## src/rtl/ntt_addr_sched_pkg.sv

```systemverilog
// Shared types, sizes and stage-mapping helpers for the NTT address scheduler.
package ntt_addr_sched_pkg;

  localparam int unsigned N_STAGES         = 11;
  localparam int unsigned P_MAX            = 10;
  localparam int unsigned TUPLES_PER_STAGE = 512;
  localparam int unsigned P_W              = 4;
  localparam int unsigned K_W              = 9;
  localparam int unsigned I_W              = 9;
  localparam int unsigned IDX_W            = 4;

  // One bit wider than the counters so 2^9 is representable before the -1.
  localparam logic [I_W:0] LIM_ONE = 10'd1;

  typedef enum logic [1:0] {StIdle, StRun, StGap, StFin} state_e;

  // Forward runs the special stage last; inverse runs it first.
  function automatic logic stage_is_special(input logic [IDX_W-1:0] idx, input logic inv);
    return inv ? (idx == '0) : (idx == IDX_W'(N_STAGES - 1));
  endfunction

  function automatic logic [P_W-1:0] stage_p(input logic [IDX_W-1:0] idx, input logic inv);
    logic [P_W-1:0] p;
    if (stage_is_special(idx, inv)) begin
      p = '0;
    end else if (inv) begin
      p = P_W'(idx);
    end else begin
      p = P_W'(P_MAX) - P_W'(idx);
    end
    return p;
  endfunction

  // Last in-group index: 2^(p-1)-1, or 0 in the special stage.
  function automatic logic [I_W-1:0] i_limit(input logic [P_W-1:0] p, input logic special);
    logic [I_W:0] lim;
    if (special) begin
      lim = '0;
    end else begin
      lim = (LIM_ONE << (p - P_W'(1))) - LIM_ONE;
    end
    return I_W'(lim);
  endfunction

  // Last group index: 2^(10-p)-1, or 511 in the special stage.
  function automatic logic [K_W-1:0] k_limit(input logic [P_W-1:0] p, input logic special);
    logic [I_W:0] lim;
    if (special) begin
      lim = (LIM_ONE << I_W) - LIM_ONE;
    end else begin
      lim = (LIM_ONE << (P_W'(P_MAX) - p)) - LIM_ONE;
    end
    return K_W'(lim);
  endfunction

endpackage

```

## src/rtl/ntt_stage_cnt.sv

```systemverilog
// Nested k (outer) / i (inner) counter for one NTT stage; flags the stage's last tuple.
module ntt_stage_cnt
  import ntt_addr_sched_pkg::*;
(
  input  logic           clk,
  input  logic           rst,
  input  logic           load,
  input  logic           adv,
  input  logic [P_W-1:0] p,
  input  logic           special,
  output logic [K_W-1:0] k,
  output logic [I_W-1:0] i,
  output logic           last
);

  logic [K_W-1:0] k_q, k_d;
  logic [I_W-1:0] i_q, i_d;
  logic           last_q, last_d;
  logic [I_W-1:0] i_lim;
  logic [K_W-1:0] k_lim;

  // Next counter value; wrap points come from p, not from counter overflow.
  always_comb begin
    i_lim  = i_limit(p, special);
    k_lim  = k_limit(p, special);
    k_d    = k_q;
    i_d    = i_q;
    last_d = last_q;
    if (load) begin
      k_d    = '0;
      i_d    = '0;
      last_d = 1'b0;
    end else if (adv) begin
      if (i_q == i_lim) begin
        i_d = '0;
        k_d = k_q + K_W'(1);
      end else begin
        i_d = i_q + I_W'(1);
      end
      last_d = (i_d == i_lim) && (k_d == k_lim);
    end
  end

  // Counter state registers.
  always_ff @(posedge clk or posedge rst) begin
    if (rst) begin
      k_q    <= '0;
      i_q    <= '0;
      last_q <= 1'b0;
    end else begin
      k_q    <= k_d;
      i_q    <= i_d;
      last_q <= last_d;
    end
  end

  assign k    = k_q;
  assign i    = i_q;
  assign last = last_q;

endmodule

```

## src/rtl/ntt_addr_sched.sv

```systemverilog
// NTT stage/tuple scheduler: sequences 11 stages of 512 (special_add, p, k, i) tuples.
module ntt_addr_sched
  import ntt_addr_sched_pkg::*;
#(
  parameter int unsigned STAGE_GAP = 4
) (
  input  logic           clk,
  input  logic           rst,
  input  logic           start,
  input  logic           inv,
  input  logic           out_ready,
  output logic           out_valid,
  output logic           special_add,
  output logic [P_W-1:0] p,
  output logic [K_W-1:0] k,
  output logic [I_W-1:0] i,
  output logic           stage_last,
  output logic           busy,
  output logic           done
);

  // Wraps harmlessly when STAGE_GAP is 0; the gap state is never entered then.
  localparam logic [3:0] GAP_LAST = 4'(STAGE_GAP - 1);

  state_e           state_q, state_d;
  logic             inv_q, inv_d;
  logic [IDX_W-1:0] idx_q, idx_d, idx_nxt;
  logic [P_W-1:0]   p_q, p_d;
  logic             sp_q, sp_d;
  logic [3:0]       gap_q, gap_d;
  logic             valid_q, valid_d;
  logic             busy_q, busy_d;
  logic             done_q, done_d;
  logic             cnt_load, cnt_adv;
  logic             hs;
  logic             cnt_last;

  assign hs      = valid_q & out_ready;
  assign idx_nxt = idx_q + IDX_W'(1);

  // Next-state, stage sequencing and registered-output next values.
  always_comb begin
    state_d  = state_q;
    inv_d    = inv_q;
    idx_d    = idx_q;
    p_d      = p_q;
    sp_d     = sp_q;
    gap_d    = gap_q;
    valid_d  = valid_q;
    busy_d   = busy_q;
    done_d   = 1'b0;
    cnt_load = 1'b0;
    cnt_adv  = 1'b0;
    unique case (state_q)
      StIdle: begin
        if (start) begin
          inv_d    = inv;
          idx_d    = '0;
          p_d      = stage_p('0, inv);
          sp_d     = stage_is_special('0, inv);
          cnt_load = 1'b1;
          valid_d  = 1'b1;
          busy_d   = 1'b1;
          state_d  = StRun;
        end
      end
      StRun: begin
        if (hs) begin
          if (!cnt_last) begin
            cnt_adv = 1'b1;
          end else if (idx_q == IDX_W'(N_STAGES - 1)) begin
            valid_d = 1'b0;
            done_d  = 1'b1;
            state_d = StFin;
          end else begin
            // Next stage is loaded now so it is ready when the gap ends.
            idx_d    = idx_nxt;
            p_d      = stage_p(idx_nxt, inv_q);
            sp_d     = stage_is_special(idx_nxt, inv_q);
            cnt_load = 1'b1;
            gap_d    = '0;
            if (STAGE_GAP != 0) begin
              valid_d = 1'b0;
              state_d = StGap;
            end
          end
        end
      end
      StGap: begin
        if (gap_q == GAP_LAST) begin
          valid_d = 1'b1;
          state_d = StRun;
        end else begin
          gap_d = gap_q + 4'd1;
        end
      end
      StFin: begin
        busy_d  = 1'b0;
        state_d = StIdle;
      end
      default: state_d = StIdle;
    endcase
  end

  // State and output registers; reset aborts any transform in progress.
  always_ff @(posedge clk or posedge rst) begin
    if (rst) begin
      state_q <= StIdle;
      inv_q   <= 1'b0;
      idx_q   <= '0;
      p_q     <= '0;
      sp_q    <= 1'b0;
      gap_q   <= '0;
      valid_q <= 1'b0;
      busy_q  <= 1'b0;
      done_q  <= 1'b0;
    end else begin
      state_q <= state_d;
      inv_q   <= inv_d;
      idx_q   <= idx_d;
      p_q     <= p_d;
      sp_q    <= sp_d;
      gap_q   <= gap_d;
      valid_q <= valid_d;
      busy_q  <= busy_d;
      done_q  <= done_d;
    end
  end

  ntt_stage_cnt u_cnt (
    .clk     (clk),
    .rst     (rst),
    .load    (cnt_load),
    .adv     (cnt_adv),
    .p       (p_q),
    .special (sp_q),
    .k       (k),
    .i       (i),
    .last    (cnt_last)
  );

  assign out_valid   = valid_q;
  assign special_add = sp_q;
  assign p           = p_q;
  assign stage_last  = cnt_last;
  assign busy        = busy_q;
  assign done        = done_q;

endmodule
```

## config.mk

```make
export PLATFORM = sky130hd
export DESIGN_NAME = ntt_addr_sched
export DESIGN_NICKNAME = d
export VERILOG_FILES = /design/src/rtl/ntt_addr_sched_pkg.sv /design/src/rtl/ntt_stage_cnt.sv /design/src/rtl/ntt_addr_sched.sv
export SDC_FILE = /design/constraint.sdc
export NUM_CORES = 1
export LEC_CHECK = 0
export ABC_AREA = 0
export CAP_MARGIN = 0
export CORE_UTILIZATION = 60
export CTS_BUF_LIST = sky130_fd_sc_hd__clkbuf_8
export DETAILED_ROUTE_END_ITERATION = 10
export MAX_ROUTING_LAYER = met4
export PLACE_DENSITY = 0.9
export SLEW_MARGIN = 15
export SYNTH_ARGS = -nofsm -noshare
export SYNTH_HDL_FRONTEND = slang
export SYNTH_HIERARCHICAL = 1
export SYNTH_SLANG_ARGS = --single-unit
```

## constraint.sdc

```tcl
create_clock -name clk -period 4.3 [get_ports clk]
set_input_delay 0.86 -clock clk [delete_from_list [all_inputs] [get_ports clk]]
set_output_delay 0.86 -clock clk [all_outputs]
set_load 0.01 [all_outputs]
```

==> impl_metrics.json <==
{
  "count_of_antenna_diodes_in_the_layout": 0,
  "cts_inserted_buffers": 5,
  "synth-seq-cells": 38,
  "synth.yosys.warnings": 6,
  "primary_flip_flop_cell_chosen_by_synthesis_mapping": "sky130_fd_sc_hd__dfrtp_1",
  "antenna_left": 0,
  "critical_path.slowest_cell": "sky130_fd_sc_hd__dfrtp_1",
  "hold_class": "reg2reg",
  "critical_path_depth": 13,
  "postPlaceCellArea_um2": 3660,
  "worst_setup_path_endpoint": "u_cnt/last",
  "tritoncts": "yes",
  "ys_async_sr_fraction_pct": 100,
  "critical_path_cell_sequence": "nand2_2 -> inv_1 -> ha_1 -> nand3_1 -> ha_1 -> o31ai_1 -> a31o_2 -> o31a_1 -> xnor2_1 -> xnor2_1 -> nand4_1 -> a211o_1 -> o31ai_2",
  "insertion_delay_ns": 0.30,
  "drtPass1Iterations": 5,
  "finalSetupViolCount": 0,
  "fp-row-count": 26,
  "hpwl_um": 6480,
  "critical_path.n_buffers_inverters": 1,
  "drt_iter0_drc": 390,
  "yosys_top_cell_by_area": "sky130_fd_sc_hd__dfrtp_1",
  "vias": 3385,
  "routed_wl_um": 9220,
  "timing.rr.start": "p[0]",
  "count_of_unresolved_drc_violations_after_routing": 0,
  "ctsHoldBuffers": 0,
  "critical_path.startpoint_type": "flip-flop",
  "finalNetCount": 453,
  "timing.fmax_mhz": 264,
  "grt_max_degree": 27,
  "antenna_found_initial": 0,
  "clock-skew-final_ns": 0.00516,
  "chipHeight_um": 76.6,
  "powerDensity_nw_per_um2": 395,
  "port_buffers": 31,
  "dp_cells": 501,
  "worstMarginPinSlew_ns": 0.750,
  "core_area_um2": 5240,
  "worst_slew_margin_pct": 50.0,
  "post_cts.repair.setup_buffers": 0,
  "clk_root_buffer_cell": "sky130_fd_sc_hd__clkbuf_8",
  "slew_violations": 0,
  "flow.area_growth_from_synthesis_pct": 13.1,
  "number_of_enable_flip_flop_cells_after_synthesis": 0,
  "grt_overflow": 0,
  "cap_violations": 0,
  "clock_tree.buffer_depth": 2,
  "seq_area_frac_synth_pct": 28.5,
  "first_global_vias": 3004,
  "finalWorstPathRequiredPeriod_ns": 3.79,
  "start_util_pct": 63.8,
  "worst_path_dominant_cell_family": "compound AO/OA/AOI/OAI gates",
  "routed_wire_length_per_instance_um": 18.1,
  "critPathMaxStageDelay_ns": 0.74,
  "setup.worst_path.class": "reg2reg",
  "setup_tns_ns": 0,
  "crit_arrival_ns": 4.01,
  "boundaryPins": 32,
  "layout.cells.non_filler": 508,
  "syn-instance-count": 416,
  "synth_nets": 431,
  "peakVddDrop_uv": 324,
  "drive_above_1_share_pct": 8.45,
  "post_synth_instance_area_um2": 3340,
  "unrepaired_setup_endpoints_after_global_routing": "no",
  "cp-end-kind": "flip-flop",
  "stdcell_area_um2": 3780,
  "totalPowerFinal_uw": 1490,
  "holdPathStages": 1,
  "share_of_the_clock_period_used_by_the_worst_path_pct": 88.2,
  "cts-resized-gates": 0,
  "leakage_uw": 0.00148,
  "startpoint": "p[0]",
  "fp.dieW_um": 76.6,
  "ys_types": 72,
  "cp_data_required_time_ns": 4.51,
  "die_area_um2": 5870,
  "gr-usage-all-layers_pct": 32.9,
  "global_route_wire_length_before_repair_um": 14900,
  "synthesis.area_per_instance_um2": 8.03,
  "synth.top_cells.by_area": "sky130_fd_sc_hd__dfrtp_1, sky130_fd_sc_hd__xnor2_1, sky130_fd_sc_hd__nor2_1, sky130_fd_sc_hd__a21oi_1, sky130_fd_sc_hd__nand2_1",
  "gpl.final_weighted_congestion": 0.978,
  "outcome": "finished, final reports clean",
  "r2r_setup_slack_ns": 0.51,
  "timing.final.hold_violations": 0,
  "ctsHtreeMaxLevel": 2,
  "reg2reg_to": "u_cnt/last",
  "detail_route.vias_per_cell": 6.66,
  "clk_pin_slew_worst_paths_ns": 0.08,
  "cts.sink_count": 38,
  "worst_r2r_path_cells": 13,
  "synth_top_area_share_pct": 28.5,
  "worst-path-max-fanout": 19
}
==> power by group <==
group / internal, uW / leakage [uW] / switching [uW]
registers: 390 / 0.000495 / 73.1
logic: 313 / 0.000931 / 397
clock network: 186 / 0.0000573 / 132
==> worst min path at each step <==
stage          startpoint       end
5_1_grt              busy      busy
6_report             busy      busy
3_3_place_gp         busy      busy
4_1_cts              busy      busy
2_1_floorplan    gap_q[1]  gap_q[1]
3_5_place_dp         busy      busy
==> cell usage in the layout, fill, tap and decap left out, types with 5 or more instances in the layout <==
master,n
sky130_fd_sc_hd__nor2_1,45
sky130_fd_sc_hd__dfrtp_1,38
sky130_fd_sc_hd__nand2_1,35
sky130_fd_sc_hd__clkdlybuf4s50_1,31
sky130_fd_sc_hd__a21oi_1,27
sky130_fd_sc_hd__xnor2_1,26
sky130_fd_sc_hd__nand3_1,20
sky130_fd_sc_hd__o21ai_0,19
sky130_fd_sc_hd__xor2_1,14
sky130_fd_sc_hd__nor3_1,14
sky130_fd_sc_hd__inv_1,13
sky130_fd_sc_hd__nand2b_1,10
sky130_fd_sc_hd__ha_1,10
sky130_fd_sc_hd__nor2b_1,8
sky130_fd_sc_hd__or3_1,7
sky130_fd_sc_hd__a31oi_1,7
sky130_fd_sc_hd__and3_1,6
sky130_fd_sc_hd__clkbuf_8,6
sky130_fd_sc_hd__mux2_2,5
sky130_fd_sc_hd__buf_4,5
==> registers in the layout, indices dropped and copies added, names as in the netlist, 2 cells and up <==
signal   flops
u_cnt/i      9
u_cnt/k      9
gap_q        4
idx_q        4
p            4
state_q      2
==> layout make-up <==
type                            count  area [um2]
Clock inverter                      1        30.0
Clock buffer                        6        82.6
Inverter                           14        52.6
Multi-Input combinational cell    343        2230
Sequential cell                    38         951
Timing Repair Buffer               36         348
Tap cell                           70        87.6
Fill cell                         400        1460
==> logic make-up (layout without fill, tap and decap cells) <==
logic type	count (synthesis)	in the layout	synth area share [%]
AO/OA/AOI/OAI	105	105	21.2
flip-flops	38	38	28.5
multiplexers	9	9	2.88
adder cells (fa/ha/maj)	10	10	3.75
XOR/XNOR	40	40	10.5
buffers and inverters	35	57	4.91
AND/OR/NAND/NOR	179	179	28.4
==> routing by layer <==
metal	track usage, %	part of all wire [%]	wire length (um)	up-vias
li1	-	-	-	1554
met4	16.5	3.6	328	0
met5	-	0	0	-
met2	48.1	45	4140	224
met3	5.99	9.0	829	41
met1	43.7	43	3920	1566
==> Yosys cell counts, types with 3 or more instances <==
cell                        n
sky130_fd_sc_hd__a21o_1     3
sky130_fd_sc_hd__a21oi_1   27
sky130_fd_sc_hd__and3_1     6
sky130_fd_sc_hd__mux2i_1    4
sky130_fd_sc_hd__nand3b_1   4
sky130_fd_sc_hd__nand3_1   20
sky130_fd_sc_hd__nand2b_1  10
sky130_fd_sc_hd__mux2_2     5
sky130_fd_sc_hd__clkbuf_1   9
sky130_fd_sc_hd__buf_2      5
sky130_fd_sc_hd__nand2_1   35
sky130_fd_sc_hd__o31ai_1    3
sky130_fd_sc_hd__o21a_1     4
sky130_fd_sc_hd__nor2b_1    8
sky130_fd_sc_hd__o211ai_1   3
sky130_fd_sc_hd__a22oi_1    3
sky130_fd_sc_hd__xor2_1    14
sky130_fd_sc_hd__xnor2_1   26
sky130_fd_sc_hd__nor2_1    45
sky130_fd_sc_hd__a211o_1    3
sky130_fd_sc_hd__nor4_1     4
sky130_fd_sc_hd__dfrtp_1   38
sky130_fd_sc_hd__ha_1      10
sky130_fd_sc_hd__nand4_1    3
sky130_fd_sc_hd__or3_1      7
sky130_fd_sc_hd__or2_2      3
sky130_fd_sc_hd__nor3_1    14
sky130_fd_sc_hd__inv_1     13
sky130_fd_sc_hd__a31oi_1    7
sky130_fd_sc_hd__o22ai_1    4
sky130_fd_sc_hd__a211oi_1   4
sky130_fd_sc_hd__or4_1      3
sky130_fd_sc_hd__o21ai_0   19
sky130_fd_sc_hd__buf_4      5
==> stage by stage <==
stage | hold WS, ns | setup slack (ns) | utilization, %
final | 0.526 | 0.506 | 72.1
after global routing | 0.542 | 0.161 | 72.1
after CTS | 0.522 | 0.560 | 72.1
after detailed placement | 0.502 | 0.573 | 70.0
after global placement | 0.504 | 0.682 | 70.0
after floorplan | 0.488 | 0.938 | -
Power figures use the tool's default switching activity.
